### src/rtl/uarts_tx.sv
// uarts_tx: UART transmitter for the uarts peripheral.
// Sends a 32-bit word as 1, 2 or 4 frames, least-significant byte first.
// Each frame is a start bit, 8 data bits LSB first, an optional parity bit
// and one stop bit. The frames of one word follow each other with no idle gap.
// A one-cycle tx_irq pulse marks the end of the word.
module uarts_tx (
   input  logic        hclk,
   input  logic        hresetn,
   input  logic [31:0] uarts_baud,
   input  logic [31:0] uarts_ctl,
   input  logic        tx_start,
   input  logic [31:0] tx_data,
   output logic        TX,
   output logic        tx_busy,
   output logic        tx_irq
);

   typedef enum logic [2:0] {
      TX_IDLE   = 3'd0,
      TX_START  = 3'd1,
      TX_DATA   = 3'd2,
      TX_PARITY = 3'd3,
      TX_STOP   = 3'd4
   } tx_state_e;

   tx_state_e   state_q, state_d;
   logic [15:0] baud_cnt_q, baud_cnt_d;   // cycles left in the current bit
   logic [15:0] baud_q, baud_d;           // bit period minus 1, held for the word
   logic [2:0]  bit_cnt_q, bit_cnt_d;     // data bit index within the frame
   logic [1:0]  bytes_q, bytes_d;         // frames still to send after this one
   logic [7:0]  shift_q, shift_d;         // byte being serialised, bit 0 on the line
   logic [23:0] word_q, word_d;           // upper bytes still waiting to be sent
   logic        par_q, par_d;             // parity bit of the current byte
   logic        par_en_q, par_en_d;
   logic        par_even_q, par_even_d;
   logic        tx_q, tx_d;
   logic        irq_q, irq_d;
   logic        tick;

   // Configuration bits the transmitter does not use.
   logic        unused_cfg;
   assign unused_cfg = ^{uarts_baud[31:16], uarts_ctl[31:4]};

   // Parity over one byte: even parity is the XOR of the bits, odd is its inverse.
   function automatic logic parity_bit(input logic [7:0] data, input logic even);
      parity_bit = even ? (^data) : ~(^data);
   endfunction

   // Frames remaining after the first one, from the word size field.
   function automatic logic [1:0] extra_bytes(input logic [1:0] size);
      case (size)
         2'b01:   extra_bytes = 2'd1;
         2'b10:   extra_bytes = 2'd3;
         default: extra_bytes = 2'd0;
      endcase
   endfunction

   assign tick    = (baud_cnt_q == 16'd0);
   assign TX      = tx_q;
   assign tx_busy = (state_q != TX_IDLE);
   assign tx_irq  = irq_q;

   // Next-state logic: bit timing, framing and byte sequencing.
   always_comb begin
      state_d    = state_q;
      baud_cnt_d = baud_cnt_q;
      baud_d     = baud_q;
      bit_cnt_d  = bit_cnt_q;
      bytes_d    = bytes_q;
      shift_d    = shift_q;
      word_d     = word_q;
      par_d      = par_q;
      par_en_d   = par_en_q;
      par_even_d = par_even_q;
      irq_d      = 1'b0;

      case (state_q)
         TX_IDLE: begin
            // Idle means not busy, so any request here is accepted.
            if (tx_start) begin
               state_d    = TX_START;
               baud_d     = uarts_baud[15:0];
               baud_cnt_d = uarts_baud[15:0];
               bit_cnt_d  = 3'd0;
               bytes_d    = extra_bytes(uarts_ctl[1:0]);
               shift_d    = tx_data[7:0];
               word_d     = tx_data[31:8];
               par_en_d   = uarts_ctl[2];
               par_even_d = uarts_ctl[3];
               par_d      = parity_bit(tx_data[7:0], uarts_ctl[3]);
            end
         end

         TX_START: begin
            if (tick) begin
               state_d    = TX_DATA;
               baud_cnt_d = baud_q;
            end else begin
               baud_cnt_d = baud_cnt_q - 16'd1;
            end
         end

         TX_DATA: begin
            if (tick) begin
               baud_cnt_d = baud_q;
               if (bit_cnt_q == 3'd7) begin
                  bit_cnt_d = 3'd0;
                  state_d   = par_en_q ? TX_PARITY : TX_STOP;
               end else begin
                  bit_cnt_d = bit_cnt_q + 3'd1;
                  shift_d   = shift_q >> 1;
               end
            end else begin
               baud_cnt_d = baud_cnt_q - 16'd1;
            end
         end

         TX_PARITY: begin
            if (tick) begin
               state_d    = TX_STOP;
               baud_cnt_d = baud_q;
            end else begin
               baud_cnt_d = baud_cnt_q - 16'd1;
            end
         end

         TX_STOP: begin
            if (tick) begin
               baud_cnt_d = baud_q;
               if (bytes_q != 2'd0) begin
                  // Next byte starts straight after this stop bit.
                  state_d = TX_START;
                  bytes_d = bytes_q - 2'd1;
                  shift_d = word_q[7:0];
                  word_d  = word_q >> 8;
                  par_d   = parity_bit(word_q[7:0], par_even_q);
               end else begin
                  state_d = TX_IDLE;
                  irq_d   = 1'b1;
               end
            end else begin
               baud_cnt_d = baud_cnt_q - 16'd1;
            end
         end

         default: begin
            state_d = TX_IDLE;
         end
      endcase
   end

   // Line level for the coming cycle, taken from the next state so TX is glitch-free.
   always_comb begin
      tx_d = 1'b1;
      case (state_d)
         TX_START:  tx_d = 1'b0;
         TX_DATA:   tx_d = shift_d[0];
         TX_PARITY: tx_d = par_d;
         default:   tx_d = 1'b1;
      endcase
   end

   // State and datapath registers; reset abandons any word in flight.
   always_ff @(posedge hclk or negedge hresetn) begin
      if (!hresetn) begin
         state_q    <= TX_IDLE;
         baud_cnt_q <= 16'd0;
         baud_q     <= 16'd0;
         bit_cnt_q  <= 3'd0;
         bytes_q    <= 2'd0;
         shift_q    <= 8'd0;
         word_q     <= 24'd0;
         par_q      <= 1'b0;
         par_en_q   <= 1'b0;
         par_even_q <= 1'b0;
         tx_q       <= 1'b1;
         irq_q      <= 1'b0;
      end else begin
         state_q    <= state_d;
         baud_cnt_q <= baud_cnt_d;
         baud_q     <= baud_d;
         bit_cnt_q  <= bit_cnt_d;
         bytes_q    <= bytes_d;
         shift_q    <= shift_d;
         word_q     <= word_d;
         par_q      <= par_d;
         par_en_q   <= par_en_d;
         par_even_q <= par_even_d;
         tx_q       <= tx_d;
         irq_q      <= irq_d;
      end
   end

endmodule

### config.mk
export PLATFORM = sky130hd
export DESIGN_NAME = uarts_tx
export DESIGN_NICKNAME = d
export VERILOG_FILES = /design/src/rtl/uarts_tx.sv
export SDC_FILE = /design/constraint.sdc
export NUM_CORES = 1
export LEC_CHECK = 0
export ABC_AREA = 1
export CAP_MARGIN = 30
export CELL_PAD_IN_SITES_DETAIL_PLACEMENT = 1
export CELL_PAD_IN_SITES_GLOBAL_PLACEMENT = 1
export CORE_MARGIN = 1.5
export CORE_UTILIZATION = 35
export CTS_BUF_LIST = sky130_fd_sc_hd__clkbuf_4
export DETAILED_ROUTE_END_ITERATION = 6
export PLACE_DENSITY_LB_ADDON = 0.2
export SLEW_MARGIN = 20
export SYNTH_ARGS = -nofsm -noshare
export SYNTH_HDL_FRONTEND = slang
export SYNTH_SLANG_ARGS = --single-unit
### constraint.sdc
create_clock -name hclk -period 2.4 [get_ports hclk]
set_clock_uncertainty 0.2 [all_clocks]
set_input_delay 0.48 -clock hclk [delete_from_list [all_inputs] [get_ports hclk]]
set_output_delay 0.48 -clock hclk [all_outputs]
set_load 0.005 [all_outputs]
-- Word-level counts from Yosys, hierarchy flattened
Index checks and enable logic that the tools add are counted.
- bits in registers: 77
- input bits: 99
- output and inout bits: 3
- word-level logic and storage cells: 90
- $add $sub $neg: 3
- eq/ne operators: 15
- muxes and demuxes: 41
- bitwise gates (word level): 2
- reductions and logical operators: 16
- operator list (cell ; count):
    $mux W24 ; 3
    $pmux W24 S2 ; 1
    $mux W8 ; 5
    $mux W16 ; 2
    $pmux W16 S2 ; 1
    $mux W3 ; 10
    $pmux W8 S3 ; 1
    $logic_not A16 Y1 ; 1
    $reduce_xor A8 Y1 ; 2
    $sub A16 B1 Y16 const B ; 1
    $pmux W3 S5 ; 1
    $eq A3 B2 Y1 const B ; 4
    $ne A2 B2 Y1 const B ; 5
    $mux W1 ; 9
    $pmux W2 S2 ; 2
    $reduce_bool A2 Y1 ; 4
    $eq A3 B1 Y1 const B ; 2
    $eq A3 B3 Y1 const B ; 2
    $mux W2 ; 3
    $pmux W3 S2 ; 1
    $reduce_and A6 Y1 ; 1
    $reduce_bool A3 Y1 ; 2
    $reduce_and A2 Y1 ; 2
    $reduce_and A4 Y1 ; 1
    10 further kinds ; 11

-- Longest topological paths before layout
Gate-level depths: netlist of run 1.
- depth in word-level cells: 7
- gate-level depth with buffers: 12
- mapped depth without buffers: 12

-- Least setup slack after synthesis of run 1
Ideal clock, no wire load.
- path kind: register -> register
- from: reg baud_cnt_q[0]
- to: reg word_q[10]
- library setup time: 0.122 ns
- arrival time: 1.649 ns
- data required time: 2.078 ns
- slack: 0.429 ns
- cell stages (with the launch flop): 11
- clock period less this slack: 1.971 ns
- cell sequence: dfrtp_1 -> inv_1 -> ha_1 -> nand2_2 -> nor2_4 -> nand3_4 -> nor3_4 -> nor2_2 -> clkinv_4 -> buf_4 -> o21ai_2
- word-level cells in the longest chain between the ends: 3
- RTL lines (element ; RTL line ; RTL):
    start: declaration ; 27 ; logic [15:0] baud_cnt_q, baud_cnt_d;
    start signal: assignment ; 180 ; baud_cnt_q <= baud_cnt_d;
    $logic_not A16 Y1 ; 58 ; assign tick = (baud_cnt_q == 16'd0);
    $ne A2 B2 Y1 (no line) ; - ;
    $reduce_and A4 Y1 (no line) ; - ;
    end signal: assignment ; 185 ; word_q <= word_d;
    end: declaration ; 32 ; logic [23:0] word_q, word_d;
No other way between the ends.
A chain may end at the register's enable or synchronous reset.

-- Worst setup path after layout of run 1
- from: reg state_q[2]
- to: out tx_busy
- word-level cells in the longest chain between the ends: 1
- RTL lines (element ; RTL line ; RTL):
    start: declaration ; 26 ; tx_state_e state_q, state_d;
    start signal: assignment ; 179 ; state_q <= state_d;
    $reduce_bool A3 Y1 ; 60 ; assign tx_busy = (state_q != TX_IDLE);
    end: declaration ; 14 ; output logic tx_busy,
No other way between the ends.

==> flow_summary.toml, run 1 <==
[cells_and_area]
diodes = 0
final_cell_mix = "nand2_1 (164), dfrtp_1 (76), inv_1 (72)"
final_common_cell = "nand2_1"
n_fill_cell = 1602
final_cells = 837
layout-drive-gt1-share = 0.140
fin_nets = 764
syn_to_final_growth_pct = 23.1

[worst_hold_path]
min_path_type = "flop to flop"

[sta]
min_period_ps = 2310
fin_hold_ws_ps = 278
hold_viol = 0
worst_slew_pin_slew_ps = 439
timing.fmax_mhz = 434
slew_headroom = 0.707
fin_crit_sh = 0.960
maxSlewViolCount = 0
timing.setup.tns_ps = 0
rsz0062_at_grt = "no"
finalSetupViolCount = 0

[yosys]
ys_seq_area_frac = 0.425
yosysTopAreaCell = "dfrtp_1"
synth_fp_nets = 696
ys_types = 39
synth_warnings = 0
synth-seq-cells = 77
synthCells = 592
ys_top_cells_by_area = "dfrtp_1 (42%), nand2_1 (14%), inv_1 (6.0%)"
async_flop_share = 1.00
synth_top_area_frac = 0.420
synth-main-ff-cell = "dfrtp_1"
syn_avg_cell_area_um2 = 7.66
netlist_area_mm2 = 0.00453
synth_edf_count = 0

[grt]
grt_pass1_wl_mm = 21.8
grt_antenna_before_repair = 0
grt_pass1_vias = 4481
gr-usage-all-layers = 0.208
grt_overflow = 0
grt_max_degree = 39

[power_and_ir_drop]
powerDensity_mw_per_mm2 = 472
p_leak_nw = 2.53
vdd_drop_max_mv = 0.231

[critical_path]
crit_buf_inv = 2
path_max_fanout = 4
max_stage_delay_ps = 520
cp_cell_sequence = "inv_2 > nand2_2 > clkdlybuf4s50_1"
critical-path-top-delay-family = "buffers and inverters"
cp_slowest_cell = "clkdlybuf4s50_1"
path_class = "flop to output pin"
critPathLaunchType = "flop"
arrival_ps = 1630
crit_path_end_kind = "output pin"
worstPathRequired_ps = 1720

[clock_tree]
clock_latency_ps = 460
cts-root-buf = "clkbuf_4"
cts.clk_slew.worst_paths_ps = 130
cts.path.max_buffers = 2
cts.htree.levels = 3
clock_sinks = 77
cts_made_buffers = 9
cts_tree = "done"

[routing]
drc = 0
first_iter_violations = 116
dr_total_vias = 4240
viasPerCell = 5.07
drt-total-wl_mm = 13.2
routedWlPerCell_um = 15.7
drtPass1Iterations = 4
ant_nets = 0

[die]
num_rows = 41
io_pins = 102
dieArea_mm2 = 0.0136
core_area_mm2 = 0.0126
die_h_um = 117
initial_core_util = 0.359
die_w_um = 117

[placed_design]
post-place-cells = 819
gp_congestion = 0.860
place_hpwl_mm = 9.73
port_buffers = 57

[outcome]
status = "completed"

[run]
maxCapViolations = 0
==> report_power, final <==
group	switching (mW)	internal, mW	total, mW	leakage [nW]
sequential	0.0197	1.34	1.36	0.849
clock	0.489	0.546	1.04	0.0985
combinational	0.120	0.125	0.245	1.58
total	0.629	2.01	2.64	2.53
==> final timing paths <==
path / cells past startpoint / slack [ps] / end / start
max in group asynchronous: 3 / 1140 / word_q[19]$_DFFE_PN0P_ / hresetn
min reg2reg: 2 / 280 / baud_q[12]$_DFFE_PN0P_ / baud_q[12]$_DFFE_PN0P_
max reg2reg: 10 / 160 / shift_q[2]$_DFFE_PN0P_ / baud_cnt_q[0]$_DFFE_PN0P_
max: 3 / 90 / tx_busy / state_q[2]$_DFF_PN0_
min: 2 / 280 / baud_q[12]$_DFFE_PN0P_ / baud_q[12]$_DFFE_PN0P_
min in group asynchronous: 2 / 290 / bit_cnt_q[1]$_DFFE_PN0P_ / hresetn
==> worst min-delay path: stages, from the launching register on <==
cell	delay, ps
dfrtp_1	360
nand2_1	50
nand2_1	40
==> state kept, by name, indices dropped and copies added (netlist names) <==
name        cells
word_q         24
baud_cnt_q     16
baud_q         16
shift_q         8
bit_cnt_q       3
state_q         3
bytes_q         2
TX              1
par_en_q        1
par_even_q      1
par_q           1
tx_irq          1
==> timing repair <==
item | 4_1_cts | 5_1_grt
setup buffers | 0 | 1
endpoints found under the setup margin | 1 | 5
hold buffers | 1 | 0
resized for setup | 2 | 1
pin swaps | 0 | 1
hold endpoints to repair | 25 | 0
==> cell type report <==
cell class / instances / area (um^2) / area share
Tap cell: 172 / 215 / 0.0386
Clock buffer: 11 / 82.6 / 0.0148
Timing Repair Buffer: 76 / 751 / 0.135
Multi-Input combinational cell: 410 / 2180 / 0.390
Sequential cell: 77 / 1930 / 0.346
Inverter: 86 / 328 / 0.0587
Clock inverter: 5 / 98.8 / 0.0177
==> cells by family (layout without fill, tap and decap cells) <==
logic type	Yosys count	count (layout)	synth area share
XOR/XNOR	11	11	0.0213
AO/OA/AOI/OAI	133	133	0.196
AND/OR/NAND/NOR	261	261	0.247
flip-flops	77	77	0.425
buffers and inverters	105	178	0.0964
adder cells (fa/ha/maj)	5	5	0.0138
==> per-layer routing <==
metal	routed length, um	up-vias	share of wire	global-route usage
li1	-	2065	-	-
met1	6120	2087	0.46	0.264
met2	6410	72	0.49	0.358
met3	377	16	0.029	0.0299
met4	274	0	0.021	0.0876
met5	0	-	0	0
==> synth_stat cells (5+ instances only) <==
library cell  instances
ha_1                  5
inv_1                72
nand3_1              31
o22ai_1               6
nor2_1               37
nor2_2                8
xor2_1                9
o211ai_1             13
a21oi_1              25
buf_2                12
nand2_1             165
o21ai_2              13
o211ai_2             13
a22oi_1               8
o21ai_0              23
nand4_1               8
dfrtp_1              76
inv_2                13
o21ai_1              26
==> metrics by stage <==
stage | power, mW | instance area (um^2) | worst slack, ps | utilization
after floorplan | 1.46 | 4530 | 429 | -
after global placement | 1.62 | 5370 | 129 | 0.426
after detailed placement | 1.63 | 5370 | 85.5 | 0.426
after CTS | 2.68 | 5570 | 7.09 | 0.441
after global routing | 2.75 | 5580 | 20.5 | 0.442
final | 2.64 | 5580 | 94.9 | 0.442
Note: power is estimated with default switching activity, not from simulation.
==> inputs of run 2 (changes only) <==
CORE_MARGIN = not set   (was 1.5)
==> flow_summary.toml, run 2 (same netlist as run 1, synthesis figures left out) <==
[outcome]
status = "completed"

[run]
maxCapViolations = 0

[sta]
timing.fmax_mhz = 435
fin_crit_sh = 0.958
fin_hold_ws_ps = 288
worst_slew_pin_slew_ps = 454
finalSetupViolCount = 0
hold_viol = 0
min_period_ps = 2300
rsz0062_at_grt = "no"
maxSlewViolCount = 0
slew_headroom = 0.697
setup_slack_ps = 102
timing.setup.tns_ps = 0

[placed_design]
place_hpwl_mm = 9.58
port_buffers = 57
place_area_mm2 = 0.00540
dp_slack_ps = 93.7
gp_congestion = 0.871

[critical_path]
arrival_ps = 1620
crit_buf_inv = 2
worstPathRequired_ps = 1720
critical-path-top-delay-family = "buffers and inverters"
path_max_fanout = 4
path_class = "flop to output pin"
critPathLaunchType = "flop"
max_stage_delay_ps = 510
crit_path_end_kind = "output pin"
critical_path.startpoint = "state_q[2]$_DFF_PN0_"
cp_slowest_cell = "clkdlybuf4s50_1"
rr_startpoint = "state_q[2]$_DFF_PN0_"
cp_cell_sequence = "inv_2 > nand2_2 > clkdlybuf4s50_1"

[grt]
grt_pass1_wl_mm = 21.9
grt_max_degree = 37
gr-usage-all-layers = 0.211
grt_antenna_before_repair = 0
grt_overflow = 0
grt_pass1_vias = 4491

[clock_tree]
clock_sinks = 77
cts.clk_slew.worst_paths_ps = 130
cts_tree = "done"
cts-root-buf = "clkbuf_4"
clock_latency_ps = 460
cts.path.max_buffers = 2
cts.htree.levels = 3
cts_made_buffers = 9

[cells_and_area]
final_core_util = 0.444
reg_top3 = "word_q: 24 flops, baud_cnt_q: 16 flops, baud_q: 16 flops"
multi_input_area_mm2 = 0.00219
final_common_cell = "nand2_1"
largest_reg_flops = 24
regArea_mm2 = 0.00193
final_cell_mix = "nand2_1 (164), dfrtp_1 (76), inv_1 (71)"
top_register = "word_q"
diodes = 0
final_area_mm2 = 0.00560
fin_nets = 769
syn_to_final_growth_pct = 23.6
n_fill_cell = 1592
layout-drive-gt1-share = 0.148

[routing]
drt-total-wl_mm = 12.8
drc = 0
dr_total_vias = 4186
routedWlPerCell_um = 15.2
viasPerCell = 4.97
first_iter_violations = 155
ant_nets = 0
drtPass1Iterations = 4

[worst_hold_path]
hold_start = "baud_q[13]$_DFFE_PN0P_"
min_path_type = "flop to flop"

[die]
core_area_mm2 = 0.0126
num_rows = 41
die_w_um = 116
initial_core_util = 0.359
dieArea_mm2 = 0.0134
io_pins = 102
die_h_um = 116

[power_and_ir_drop]
powerDensity_mw_per_mm2 = 448
p_leak_nw = 2.54
vdd_drop_max_mv = 0.263
run 2: path summary, 6_finish.rpt:
| check | to | slack, ps | cells past startpoint |
|---|---|---|---|
| min in group asynchronous | shift_q[4]$_DFFE_PN0P_ | 300 | 2 |
| worst max register to register | baud_cnt_q[7]$_DFFE_PN0P_ | 260 | 10 |
| worst min-delay path | baud_q[13]$_DFFE_PN0P_ | 290 | 2 |
| worst min register to register | baud_q[13]$_DFFE_PN0P_ | 290 | 2 |
| worst max-delay path | tx_busy | 100 | 3 |
| max in group asynchronous | baud_cnt_q[1]$_DFFE_PN0P_ | 1120 | 3 |
run 2: metrics by stage:
step,cells,power [mW]
after detailed placement,823,1.63
final,842,2.51
after floorplan,592,1.46
after global placement,823,1.62
after CTS,840,2.55
after global routing,842,2.63
run 2: routing by layer:
layer | global-route usage | wire (um)
met5 | 0 | 0
met4 | 0.0504 | 95
met3 | 0.0549 | 522
met2 | 0.371 | 6360
met1 | 0.257 | 5820
run 2: where the power goes:
part           total [mW]  internal, mW  switching, mW
clock network       0.910         0.424          0.486
registers            1.36          1.34         0.0201
logic               0.241         0.125          0.117
run 2: final cells by class:
type | count | share of cell area
sequential | 77 | 0.344
timing repair buffer | 81 | 0.141
tap | 172 | 0.0384
clock buffer | 10 | 0.0134
inverter | 86 | 0.0585
clock inverter | 6 | 0.0138
multi-input combinational | 410 | 0.391
run 2: tightest hold or removal path: cells and delay by family (launching register included):
kind             cells  cell delay, ps
DFF                  1             360
and+or+nand+nor      2             100
run 2: timing repair:
action,CTS,global route
pin swaps,0,1
endpoints found under the setup margin,1,8
hold buffers,1,0
setup buffers,0,2
hold endpoints to repair,26,0
gates resized for setup,2,4
==> inputs of run 3 (changes only) <==
CAP_MARGIN = 20   (was 30)
TNS_END_PERCENT = 30   (was not set)
==> results of run 3 <==
Same layout as run 2: the final DEF is identical, and so are final timing and power.
==> variant 1, RTL diff (config.mk and constraints of run 3) <==
Put one more register stage on the output `tx_irq`, with the module's reset. The value now appears one clock later. The other outputs are not delayed to match. Comments in the files are not updated.
--- a/src/rtl/uarts_tx.sv
+++ b/src/rtl/uarts_tx.sv
@@ -59,5 +59,11 @@
    assign TX      = tx_q;
    assign tx_busy = (state_q != TX_IDLE);
-   assign tx_irq  = irq_q;
+   always_ff @(posedge hclk or negedge hresetn) begin
+      if (!hresetn) begin
+         tx_irq <= '0;
+      end else begin
+         tx_irq <= irq_q;
+      end
+   end
 
    // Next-state logic: bit timing, framing and byte sequencing.
Formal check against the unedited RTL: same outputs for any inputs over 10 cycles, from zero or initial values and one cycle with hresetn low; that may be too few to reach the edited logic, so the function may still have changed.
==> variant 1 against run 3 <==
Sequential cell count up 1; via count down 2.1%; synthesized area down 0.36%; final area down 2.1%; synthesized cell count down 1.4%; highest routed layer unchanged; routed wire length down 4.5%; worst setup slack better by 0.10 ns.
Power is not compared: it rests on default switching activity, and its combinational part moved more than twofold at a synthesized area within 25%.
==> variant 1: results (changes against run 3) <==
| Metric | Value |
|---|---|
| Dpl cells | 812 (-1.3%) |
| CP arrival | 1.52 ns (-0.10 ns) |
| Non-clock buffering overhead | 14.07% (about the same) |
| Reg2reg end | TX |
| Hold EP | tx_irq |
| Bufs w/o clock | 79 (-2.5%) |
| Cell count of the worst hold path | 0 (-2) |
| Area grow syn2layout | 21.50% |
| Crit path max-delay cell type | dfrtp_1 |
| Routed WL | 12230 um (-4.5%) |
| CTS root buf | clkbuf_4 |
| Run status | finished, final reports clean |
| R2R Path Start | baud_cnt_q[0] |
| Pre-CTS setup slack | 0.09126 ns (-0.002477 ns) |
| Global-route wire length before repair | 21180 um (-3.2%) |
| CTS max path bufs | 2 (unchanged) |
| Synth Register Bits | 78 (+1.3%) |
| Gpl congestion | 0.7899 (-9.3%) |
| Worst-path fanout max | 5 (+1) |
| Critical path startpoint | state_q[0] |
| Iteration-0 DRC Markers | 111 (-28%) |
| Largest net degree at the start of global routing | 37 (unchanged) |
| Vias in the first global route | 4494 (+0.067%) |
| Share of cells above drive strength 1 | 11.09% (-3.7 points) |
| Filler cells | 1614 (+1.4%) |
| Synth warnings | 0 (unchanged) |
| Number of flip-flops in the largest register | 24 (unchanged) |
| Post-detail-place hpwl | 9407 um (-1.8%) |
| Reg2Reg Setup Slack | 0.21 ns (-0.05 ns) |
| Hold Buf Count CTS | 1 (unchanged) |
| Reg clk slew, reported paths | 0.11 ns (-0.02 ns) |
| Seq. pwr | between 2 and 2.5 mW |
| Synth Net Count | 688 (-1.1%) |
| GRT Util Overall | 20.65% (-0.45 points) |
| Final Setup Violations | 0 (unchanged) |
| Top cells by count, synth | nand2_1 (175), dfrtp_1 (77), inv_1 (68) |
| Multi-In Gates | 409 (-0.24%) |
| Storage cell area | 1953 um^2 (+1.3%) |
| Fmax | 454.8 MHz (+4.5%) |
| Synthesized area | 4516 um^2 (-0.36%) |
| ClkCell Share | 1.893% (-0.83 points) |
| CP peak stage delay | 0.42 ns (-0.09 ns) |
| Post-synthesis sequential area ratio | 43.25% (+0.71 points) |
| Final Net Count | 757 (-1.6%) |
| Non-Clock Inverter Count | 76 (-12%) |
| Clock power share | around 13% |
| Reg2Reg Depth | 13 (+3) |
| Largest delay contributor family on the critical path | flip-flops |
| Average size of a mapped cell | 7.732 um^2 (+1.0%) |
| DR vias | 4098 (-2.1%) |
| Worst Min Path Start | irq_q |
| Placed Area | 5351 um^2 (-0.93%) |
| Multi-input gate area | 2152 um^2 (-1.7%) |
| Synth area leaders | dfrtp_1 (43%), nand2_1 (15%), inv_1 (5.7%), o211ai_1 (5.2%), nor2_1 (3.2%) |
| Post-CTS Setup Inserts | 1 (+1) |
| Ys async rst share | 100.0% (unchanged) |
| Fin Hold WS | 0.1751 ns (-0.1129 ns) |
| Wire length per cell after detailed routing | 14.74 um (-3.1%) |
| Max-Slew Margin vs Limit | 67.00% (-2.7 points) |
variant 1: cell count changes in the layout (fill, tap and decap cells not counted), moves of 8 or more:
cell	change
nand3_1	-9
o21ai_1	-10
inv_2	-8
o211ai_2	-13
o211ai_1	+18
nand2_1	+11
o21ai_2	-12
variant 1: metal layers:
| layer | vias up | track usage (%) | part of all wire [%] |
|---|---|---|---|
| met1 | 1989 | 23.13 | 43 |
| li1 | 2036 | - | - |
| met5 | - | 0 | 0 |
| met3 | 14 | 3.033 | 2.7 |
| met4 | 0 | 8.745 | 1.7 |
| met2 | 59 | 38.80 | 53 |
variant 1: cell families (layout without fill, tap and decap cells):
kind of cell	count (synthesis)	count (layout)	synth area share, %
xor gates and xnor gates	13	13	2.521
AOI/OAI and AO/OA	125	125	17.10
and+or+nand+nor	266	266	26.43
adders and majority gates	5	5	1.385
buffers and inverters	97	171	9.310
DFF	78	78	43.25
==> variant 2, RTL diff (config.mk and constraints of run 3) <==
Without the edit above. The 5 states of `tx_state_e` get a one-hot encoding in 5 bits.
--- a/src/rtl/uarts_tx.sv
+++ b/src/rtl/uarts_tx.sv
@@ -16,10 +16,10 @@
 );
 
-   typedef enum logic [2:0] {
-      TX_IDLE   = 3'd0,
-      TX_START  = 3'd1,
-      TX_DATA   = 3'd2,
-      TX_PARITY = 3'd3,
-      TX_STOP   = 3'd4
+   typedef enum logic [4:0] {
+      TX_IDLE   = 5'b00001,
+      TX_START  = 5'b00010,
+      TX_DATA   = 5'b00100,
+      TX_PARITY = 5'b01000,
+      TX_STOP   = 5'b10000
    } tx_state_e;
 
Formal check against the unedited RTL: no difference found for any inputs over 10 cycles, from zero or initial values and one cycle with hresetn low; not proved beyond that.
==> variant 2 against run 3 <==
Worst setup slack better by 0.045 ns; die area is 7.6% higher; first-iteration DRC count fell by 10%; sequential cell count is 2 higher; routed wire length increased by 4.9%; global-route usage is 0.36 points lower; final area grew 4.7%; synthesized cell count grew 8.1%; synthesized area up 7.8%; highest routed layer unchanged.
Power is not compared: it rests on default switching activity, and its combinational part moved more than twofold at a synthesized area within 25%.
==> variant 2: results (changes against run 3) <==
| Metric | Value |
|---|---|
| Average via count per standard cell | 5.048 (+1.5%) |
| Met2 WL | 6595 um (+3.6%) |
| Placed Area | 5734 um^2 (+6.2%) |
| Post-detail-place hpwl | 10220 um (+6.7%) |
| Post-Layout Cell Count | 889 (+5.6%) |
| Run status | finished, final reports clean |
| Crit path max-delay cell type | dfrtp_1 |
| Pre-CTS setup slack | 0.1095 ns (+0.01579 ns) |
| WL met3 | 474 um (-9.2%) |
| Wl on met1 | 6184 um (+6.2%) |
| Synth Net Count | 745 (+7.0%) |
| Average size of a mapped cell | 7.630 um^2 (-0.32%) |
| Iteration-0 DRC Markers | 139 (-10%) |
| Vias in the first global route | 4893 (+9.0%) |
| Share of cells above drive strength 1 | 13.32% (-1.5 points) |
| Routing usage on met2 | 35.78% (-1.3 points) |
| Gpl congestion | 0.7982 (-8.3%) |
| Top cells by count, synth | nand2_1 (185), dfrtp_1 (77), inv_1 (70) |
| Dpl cells | 872 (+6.0%) |
| Synth area leaders | dfrtp_1 (39%), nand2_1 (14%), inv_1 (5.4%), o21ai_1 (4.3%), nor2_1 (3.4%) |
| Count of different cell masters after synthesis | 43 (+10%) |
| CP peak stage delay | 0.42 ns (-0.09 ns) |
| CP arrival | 2.45 ns (+0.83 ns) |
| Largest net degree at the start of global routing | 45 (+22%) |
| Post-CTS Setup Inserts | 2 (+2) |
| Final Net Count | 815 (+6.0%) |
| Largest delay contributor family on the critical path | simple AND/OR/NAND/NOR gates |
## variant 2: cell count changes after synthesis, moves of 4 or more
cell / before / now
nand3_1: 31 / 27
nand2_1: 165 / 185
o21ai_2: 13 / 1
o21ai_1: 26 / 42
nor2_4: 2 / 6
nand4_1: 8 / 4
o22ai_1: 6 / 1
o211ai_2: 13 / 9
nor2_1: 37 / 44
a31oi_1: 2 / 7
## variant 2: cells by family after synthesis
logic type | synth area share, %
AND/OR/NAND/NOR | 28.77
XOR/XNOR | 2.152
buffers and inverters | 9.480
adder cells (fa/ha/maj) | 1.537
flip-flops | 40.53
AO/OA/AOI/OAI | 17.52
## variant 2: path summary, 6_finish.rpt
check | start | end | slack, ns | cells past startpoint
max | baud_cnt_q[0] | word_q[13] | 0.15 | 11
min | baud_q[13] | baud_q[13] | 0.29 | 2
max reg2reg | baud_cnt_q[0] | word_q[13] | 0.15 | 11
min reg2reg | baud_q[13] | baud_q[13] | 0.29 | 2
max in group asynchronous | hresetn | baud_q[15] | 1.04 | 3
min in group asynchronous | hresetn | baud_q[2] | 0.32 | 2
## variant 2: worst register-to-register path, cell delays in order, from the launching register on
cell and delay (ns):
dfrtp_1 0.42, inv_1 0.11, ha_1 0.24, nand2_4 0.11, nor2_2 0.20, nand2_4 0.11
nand2_2 0.10, nand3_2 0.10, inv_2 0.20, buf_4 0.21, o211ai_1 0.12, o21ai_1 0.09
## variant 2: area by class of cell
cell class | instances | area (um^2) | area share (%)
Multi-Input combinational cell | 453 | 2455 | 41.84
Timing Repair Buffer | 79 | 784.5 | 13.37
Sequential cell | 79 | 1979 | 33.74
Tap cell | 176 | 220.2 | 3.753
Clock inverter | 3 | 12.51 | 0.2133
Clock buffer | 11 | 82.58 | 1.408
Inverter | 88 | 332.8 | 5.673
